--- config.mk ---
export PLATFORM = sky130hd
export DESIGN_NAME = usart_tx_frame_flat
export DESIGN_NICKNAME = d
export VERILOG_FILES = /design/src/rtl/usart_pkg.sv /design/src/rtl/usart_tx_frame_if.sv /design/src/rtl/usart_tx_fifo.sv /design/src/rtl/usart_tx_frame.sv /design/src/flat_wrapper.sv
export SDC_FILE = /design/constraint.sdc
export NUM_CORES = 1
export LEC_CHECK = 0
export ABC_AREA = 0
export CORE_UTILIZATION = 46
export CTS_CLUSTER_DIAMETER = 120
export CTS_CLUSTER_SIZE = 14
export DETAILED_ROUTE_END_ITERATION = 10
export PLACE_DENSITY = 0.82
export SLEW_MARGIN = 20
export SYNTH_ARGS = -nofsm -noshare
export SYNTH_HDL_FRONTEND = slang
export SYNTH_SLANG_ARGS = --single-unit
--- constraint.sdc ---
create_clock -name clock -period 2.4 [get_ports clock]
set_clock_uncertainty 0.05 [all_clocks]
set_input_delay 0.48 -clock clock [delete_from_list [all_inputs] [get_ports clock]]
set_output_delay 0.48 -clock clock [all_outputs]
set_load 0.01 [all_outputs]
--- src/rtl/usart_pkg.sv ---
// Shared types for the USART transmitter: parity modes, FSM states and a
// frame-length helper usable in localparam expressions.
package usart_pkg;

  typedef enum logic [1:0] {
    PARITY_NONE = 2'd0,
    PARITY_EVEN = 2'd1,
    PARITY_ODD  = 2'd2
  } parity_t;

  typedef enum logic [2:0] {
    IDLE   = 3'd0,
    START  = 3'd1,
    DATA   = 3'd2,
    PARITY = 3'd3,
    STOP   = 3'd4
  } tx_state_t;

  // Number of bit periods in one frame: start + data + optional parity + stop.
  function automatic int frame_bits(input int data_bits, input int parity, input int stop_bits);
    return 1 + data_bits + ((parity != 0) ? 1 : 0) + stop_bits;
  endfunction

endpackage

--- src/rtl/usart_tx_frame_if.sv ---
// Word handshake between the bus-side producer and the USART transmitter.
interface usart_tx_frame_if #(
  parameter int DATA_BITS = 8
);
  // Valid/ready: a word transfers on a rising clock edge where tx_valid and
  // tx_ready are both high; tx_ready never depends on tx_valid, and tx_data
  // only has to be stable in the transfer cycle.
  logic [DATA_BITS-1:0] tx_data;
  logic                 tx_valid;
  logic                 tx_ready;

  modport master (
    output tx_data,
    output tx_valid,
    input  tx_ready
  );

  modport slave (
    input  tx_data,
    input  tx_valid,
    output tx_ready
  );
endinterface

--- src/rtl/usart_tx_fifo.sv ---
// Synchronous circular FIFO; pointers carry one extra wrap bit so full and
// empty are told apart without a separate counter.
module usart_tx_fifo #(
  parameter int WIDTH = 8,
  parameter int DEPTH = 4
) (
  input  logic                   clock,
  input  logic                   reset,
  input  logic                   push,
  input  logic [WIDTH-1:0]       push_data,
  input  logic                   pop,
  output logic [WIDTH-1:0]       pop_data,
  output logic                   full,
  output logic                   empty,
  output logic [$clog2(DEPTH):0] level
);

  localparam int AW = $clog2(DEPTH);

  logic [WIDTH-1:0] mem [DEPTH];
  logic [AW:0]      wr_ptr;
  logic [AW:0]      rd_ptr;

  assign level    = wr_ptr - rd_ptr;
  assign empty    = (wr_ptr == rd_ptr);
  assign full     = (wr_ptr[AW] != rd_ptr[AW]) && (wr_ptr[AW-1:0] == rd_ptr[AW-1:0]);
  assign pop_data = mem[rd_ptr[AW-1:0]];

  always_ff @(posedge clock) begin
    if (reset) begin
      wr_ptr <= '0;
      rd_ptr <= '0;
    end else begin
      if (push && !full) begin
        mem[wr_ptr[AW-1:0]] <= push_data;
        wr_ptr              <= wr_ptr + 1'b1;
      end
      if (pop && !empty) begin
        rd_ptr <= rd_ptr + 1'b1;
      end
    end
  end

endmodule

--- src/rtl/usart_tx_frame.sv ---
// Parametrised USART transmitter with internal bit timing. Defining
// USART_TX_FIFO_EN buffers words in a FIFO; otherwise a single holding register.
module usart_tx_frame
  import usart_pkg::*;
#(
  parameter int DATA_BITS      = 8,
  parameter int PARITY         = 0,
  parameter int STOP_BITS      = 1,
  parameter int CLOCKS_PER_BIT = 16,
  parameter int FIFO_DEPTH     = 4
) (
  input  logic                        clock,
  input  logic                        reset,
  usart_tx_frame_if.slave             tx,
  output logic                        tx_pin,
  output logic                        tx_busy,
  output logic [$clog2(FIFO_DEPTH):0] fifo_level,
  output tx_state_t                   fsm_state
);

  localparam int LW = $clog2(FIFO_DEPTH) + 1;
  localparam int TW = $clog2(CLOCKS_PER_BIT);
  localparam int BW = $clog2(DATA_BITS);

  localparam parity_t        PAR_MODE   = parity_t'(2'(PARITY));
  localparam logic           HAS_PARITY = (PAR_MODE != PARITY_NONE);
  localparam logic           ODD_PARITY = (PAR_MODE == PARITY_ODD);
  localparam logic [TW-1:0]  TIMER_LAST = TW'(CLOCKS_PER_BIT - 1);
  localparam logic [BW-1:0]  BIT_LAST   = BW'(DATA_BITS - 1);

  logic                 push;
  logic                 pop;
  logic                 full;
  logic                 empty;
  logic [DATA_BITS-1:0] head;

  tx_state_t            state;
  logic [TW-1:0]        timer;
  logic [BW-1:0]        bit_cnt;
  logic                 stop_cnt;
  logic [DATA_BITS-1:0] shift;
  logic                 par_bit;
  logic                 bit_end;
  logic                 stop_last;

  assign tx.tx_ready = !full;
  assign push        = tx.tx_valid && !full;

`ifdef USART_TX_FIFO_EN
  usart_tx_fifo #(
    .WIDTH (DATA_BITS),
    .DEPTH (FIFO_DEPTH)
  ) u_fifo (
    .clock     (clock),
    .reset     (reset),
    .push      (push),
    .push_data (tx.tx_data),
    .pop       (pop),
    .pop_data  (head),
    .full      (full),
    .empty     (empty),
    .level     (fifo_level)
  );
`else
  logic                 hold_valid;
  logic [DATA_BITS-1:0] hold_data;

  // Push needs an empty register and pop needs a full one, so they never coincide.
  always_ff @(posedge clock) begin
    if (reset) begin
      hold_valid <= 1'b0;
      hold_data  <= '0;
    end else if (push) begin
      hold_valid <= 1'b1;
      hold_data  <= tx.tx_data;
    end else if (pop) begin
      hold_valid <= 1'b0;
    end
  end

  assign full       = hold_valid;
  assign empty      = !hold_valid;
  assign head       = hold_data;
  assign fifo_level = {{(LW-1){1'b0}}, hold_valid};
`endif

  assign bit_end   = (timer == TIMER_LAST);
  assign stop_last = (STOP_BITS == 1) || stop_cnt;

  // Words leave the buffer from IDLE, or at the end of the last stop bit so
  // back-to-back frames run without an idle gap.
  always_comb begin
    pop = 1'b0;
    if (!empty) begin
      if (state == IDLE) begin
        pop = 1'b1;
      end else if (state == STOP && bit_end && stop_last) begin
        pop = 1'b1;
      end
    end
  end

  always_ff @(posedge clock) begin
    if (reset) begin
      state    <= IDLE;
      timer    <= '0;
      bit_cnt  <= '0;
      stop_cnt <= 1'b0;
      shift    <= '0;
      par_bit  <= 1'b0;
      tx_pin   <= 1'b1;
    end else begin
      if (state == IDLE || bit_end) begin
        timer <= '0;
      end else begin
        timer <= timer + 1'b1;
      end

      case (state)
        IDLE: begin
          tx_pin <= 1'b1;
          if (pop) begin
            shift   <= head;
            par_bit <= (^head) ^ ODD_PARITY;
            state   <= START;
            tx_pin  <= 1'b0;
          end
        end

        START: begin
          if (bit_end) begin
            state   <= DATA;
            tx_pin  <= shift[0];
            bit_cnt <= '0;
          end
        end

        // tx_pin is loaded with the next bit as the current one ends.
        DATA: begin
          if (bit_end) begin
            if (bit_cnt == BIT_LAST) begin
              if (HAS_PARITY) begin
                state  <= usart_pkg::PARITY;
                tx_pin <= par_bit;
              end else begin
                state    <= STOP;
                tx_pin   <= 1'b1;
                stop_cnt <= 1'b0;
              end
            end else begin
              bit_cnt <= bit_cnt + 1'b1;
              shift   <= shift >> 1;
              tx_pin  <= shift[1];
            end
          end
        end

        usart_pkg::PARITY: begin
          if (bit_end) begin
            state    <= STOP;
            tx_pin   <= 1'b1;
            stop_cnt <= 1'b0;
          end
        end

        STOP: begin
          if (bit_end) begin
            if (stop_last) begin
              if (pop) begin
                shift   <= head;
                par_bit <= (^head) ^ ODD_PARITY;
                state   <= START;
                tx_pin  <= 1'b0;
              end else begin
                state  <= IDLE;
                tx_pin <= 1'b1;
              end
            end else begin
              stop_cnt <= 1'b1;
            end
          end
        end

        default: begin
          state  <= IDLE;
          tx_pin <= 1'b1;
        end
      endcase
    end
  end

  assign tx_busy   = (state != IDLE) || (fifo_level != '0);
  assign fsm_state = state;

endmodule

--- src/flat_wrapper.sv ---
// flat-port wrapper written by rule: the top's interface ports become plain ports
module usart_tx_frame_flat import usart_pkg::*;
#(
  parameter int DATA_BITS      = 8,
  parameter int PARITY         = 0,
  parameter int STOP_BITS      = 1,
  parameter int CLOCKS_PER_BIT = 16,
  parameter int FIFO_DEPTH     = 4
)
  (clock, reset, tx_pin, tx_busy, fifo_level, fsm_state, tx_tx_data, tx_tx_valid, tx_tx_ready);
  usart_tx_frame_if #(.DATA_BITS(DATA_BITS)) tx_i ();
  input  logic clock;
  input  logic reset;
  output logic tx_pin;
  output logic tx_busy;
  output logic [$clog2(FIFO_DEPTH):0] fifo_level;
  output tx_state_t fsm_state;
  input wire logic [$bits(tx_i.tx_data)-1:0] tx_tx_data;
  input wire logic [$bits(tx_i.tx_valid)-1:0] tx_tx_valid;
  output wire logic [$bits(tx_i.tx_ready)-1:0] tx_tx_ready;
  assign tx_i.tx_data = tx_tx_data;
  assign tx_i.tx_valid = tx_tx_valid;
  assign tx_tx_ready = tx_i.tx_ready;
  usart_tx_frame #(.DATA_BITS(DATA_BITS), .PARITY(PARITY), .STOP_BITS(STOP_BITS), .CLOCKS_PER_BIT(CLOCKS_PER_BIT), .FIFO_DEPTH(FIFO_DEPTH)) u_core (.clock(clock), .reset(reset), .tx(tx_i), .tx_pin(tx_pin), .tx_busy(tx_busy), .fifo_level(fifo_level), .fsm_state(fsm_state));
endmodule
==> impl_metrics.json, run 1 <==
{
  "status": "finished, final reports clean",
  "power.leakage_nw": 0.518,
  "clock_sinks": 28,
  "timing.setup.tns_ns": 0,
  "critPathArrivalTime_ns": 1.66,
  "rows": 18,
  "clkTransAtPathRegs_ns": 0.14,
  "worstPathRequired_ns": 1.87,
  "p_int_w": 0.000649,
  "coreArea_um2": 2570,
  "cp-end-kind": "output pin",
  "seq_power_share_pct": 59.6,
  "pwr_density_cell_nw_per_um2": 570,
  "clock_path_buffers": 2,
  "synthTopCellsByArea": "dfxtp_1 43%, nand2_1 5.5%, mux2i_1 5.4%",
  "synth.distinct_cells": 39,
  "synth-seq-cells": 28,
  "io_pins": 20,
  "final_layout_size_suffix_gt1_share_pct": 8.81,
  "overflow": 0,
  "fp.dieArea_um2": 3040,
  "syn_area_per_cell_um2": 8.97,
  "initial_utilization_pct": 50.6,
  "place.gp.congestion": 0.801,
  "final_cell_mix": "28 x dfxtp_1, 19 x nand2_1, 17 x clkdlybuf4s50_1, 13 x a21oi_1",
  "path_max_fanout": 11,
  "setup_ws_ns": 0.207,
  "antenna_found_initial": 0,
  "vias": 1064,
  "hold_path.class": "reg -> reg",
  "track_usage_pct": 20.3,
  "cts_root_buf": "clkbuf_4",
  "ir_worst_vdd_v": 0.000489,
  "place_ws_ns": 0.513,
  "clkPwrFrac_pct": 25.8,
  "placed_area_um2": 1470,
  "critical_path_class": "reg -> out",
  "first_iter_violations": 25,
  "cts_made_buffers": 3,
  "viasPerCell": 5.63,
  "insertion_delay_ns": 0.32,
  "rsz0062_at_grt": "false",
  "ys_warn_count": 0,
  "postRouteAntennaNets": 0,
  "final_cell_area_um2": 1510,
  "hold_viol": 0,
  "drt_pre_antenna_iters": 4,
  "cts-htree-levels": 1,
  "synth_seq_area_share_pct": 43.1,
  "combPwrFrac_pct": 14.6,
  "final_nets": 174,
  "cp-start-kind": "flip-flop",
  "diodes": 0,
  "wl_um": 2510,
  "synth_top_area_share_pct": 43.1,
  "grt_first_pass_wirelength_um": 4410,
  "mostFrequentLayoutCell": "dfxtp_1",
  "fin_crit_ns": 2.19,
  "yosys.area.top_type": "dfxtp_1",
  "drc": 0,
  "die_y_um": 55.2,
  "switchingPower_w": 0.000212,
  "netlist_instances": 145,
  "cts_hold_buf": 0,
  "finish.utilization_pct": 58.8,
  "maxSlewViolCount": 0,
  "grt_max_degree": 23,
  "fin_crit_sh_pct": 91.4,
  "wl_per_cell_um": 13.3,
  "swShare_pct": 24.6,
  "area_delta_synth_final_pct": 16.2,
  "max_freq_mhz": 456,
  "portBuffers": 17,
  "die_w_um": 55.2,
  "grt_pass1_vias": 1023,
  "maxCapViolCount": 0,
  "cts_tree": "yes",
  "finalSetupViolCount": 0,
  "post-dp-hpwl_um": 1870,
  "netlist_area_um2": 1300
}
-- sequential cells by signal, indices dropped and copies added (netlist names) --
register / count
u_core.head: 8
u_core.shift: 8
u_core.timer: 4
u_core.bit_cnt: 3
u_core.fsm_state: 3
u_core.full: 1
u_core.tx_pin: 1
-- final timing paths --
kind                               endpoint  cells after the start                        startpoint  slack, ns
max reg2reg  u_core.bit_cnt[2]$_SDFFE_PP0P_                      6    u_core.bit_cnt[0]$_SDFFE_PP0P_       0.52
min reg2reg     u_core.head[5]$_SDFFE_PP0P_                      2       u_core.head[5]$_SDFFE_PP0P_       0.42
max                                 tx_busy                      3  u_core.fsm_state[0]$_SDFFE_PP0P_       0.21
min             u_core.head[5]$_SDFFE_PP0P_                      2       u_core.head[5]$_SDFFE_PP0P_       0.42
-- logic make-up after synthesis --
| family | count (synthesis) | synth area share, % |
|---|---|---|
| other cells | 1 | 0.288 |
| flops | 28 | 43.1 |
| xor+xnor | 2 | 1.35 |
| mux | 7 | 5.39 |
| buf+inv | 15 | 6.74 |
| fa+ha+maj | 3 | 2.89 |
| compound gates | 31 | 16.9 |
| simple gates | 58 | 23.3 |
-- layout make-up --
cell class / count / area, um2
fillers: 240 / 1060
inverters: 2 / 7.51
clock buffers: 4 / 36.3
well taps: 30 / 37.5
flip-flops and latches: 28 / 561
multi-input cells: 103 / 661
repair buffers: 22 / 208
-- critical path: stages (launching register included) --
cell and delay, ns:
dfxtp_1 0.60, nor3_2 0.12, nand2_1 0.09, clkdlybuf4s50_1 0.54
-- per-layer routing --
| metal | track usage, % | vias up | share of wire, % |
|---|---|---|---|
| met4 | 9.58 | 0 | 1.9 |
| li1 | - | 533 | - |
| met2 | 35.9 | 31 | 51 |
| met5 | 0 | - | 0 |
| met1 | 23.5 | 494 | 44 |
| met3 | 3.28 | 6 | 3.3 |
-- cells in the mapped netlist (all sizes together) --
cell type and n:
o21a 1, o21ai 2, nor3b 2, ha 3, nand3 4, conb 1, xor2 1, mux2i 7
nor2 9, xnor2 1, nand2b 6, nor4b 1, a22oi 1, clkbuf 4, or3b 1, and4b 1
nor2b 1, a2111oi 1, dfxtp 28, a211oi 8, a31oi 2, a21oi 13, nor3 10, nand2 19
or2 1, buf 9, o221ai 1, o22ai 1, o32a 1, or3 1, inv 2, and3 1
nand4 1
-- metrics by stage --
stage               hold WS [ns]  std cells  power, W
floorplan                  0.368        146  0.000602
global placement           0.375        185  0.000641
detailed placement         0.401        185  0.000648
CTS                        0.420        189  0.000867
global route               0.441        189  0.000908
finish                     0.418        189  0.000861
-- power by group through the flow --
| stage | sequential, W | combinational [W] | clock [W] |
|---|---|---|---|
| detailed placement | 0.000523 | 0.000125 | 0 |
| finish | 0.000513 | 0.000125 | 0.000222 |
| global route | 0.000517 | 0.000141 | 0.000249 |
| CTS | 0.000513 | 0.000125 | 0.000228 |
| floorplan | 0.000515 | 0.0000873 | 0 |
| global placement | 0.000521 | 0.000121 | 0 |
-- timing repair --
| item | in CTS | in global routing |
|---|---|---|
| resized for setup | 0 | 1 |
| setup endpoints to repair | 0 | 1 |
| setup buffers | 0 | 0 |
(Power assumes the default switching activity.)
==> run 2, diff against run 1 <==
--- a/config.mk
+++ b/config.mk
@@ -10,6 +10,7 @@
 export CTS_CLUSTER_DIAMETER = 120
 export CTS_CLUSTER_SIZE = 14
 export DETAILED_ROUTE_END_ITERATION = 10
+export HOLD_SLACK_MARGIN = 0.03
 export PLACE_DENSITY = 0.82
 export SLEW_MARGIN = 20
 export SYNTH_ARGS = -nofsm -noshare
==> results of run 2 <==
No change in the layout: final DEF, timing and power equal those of run 1.
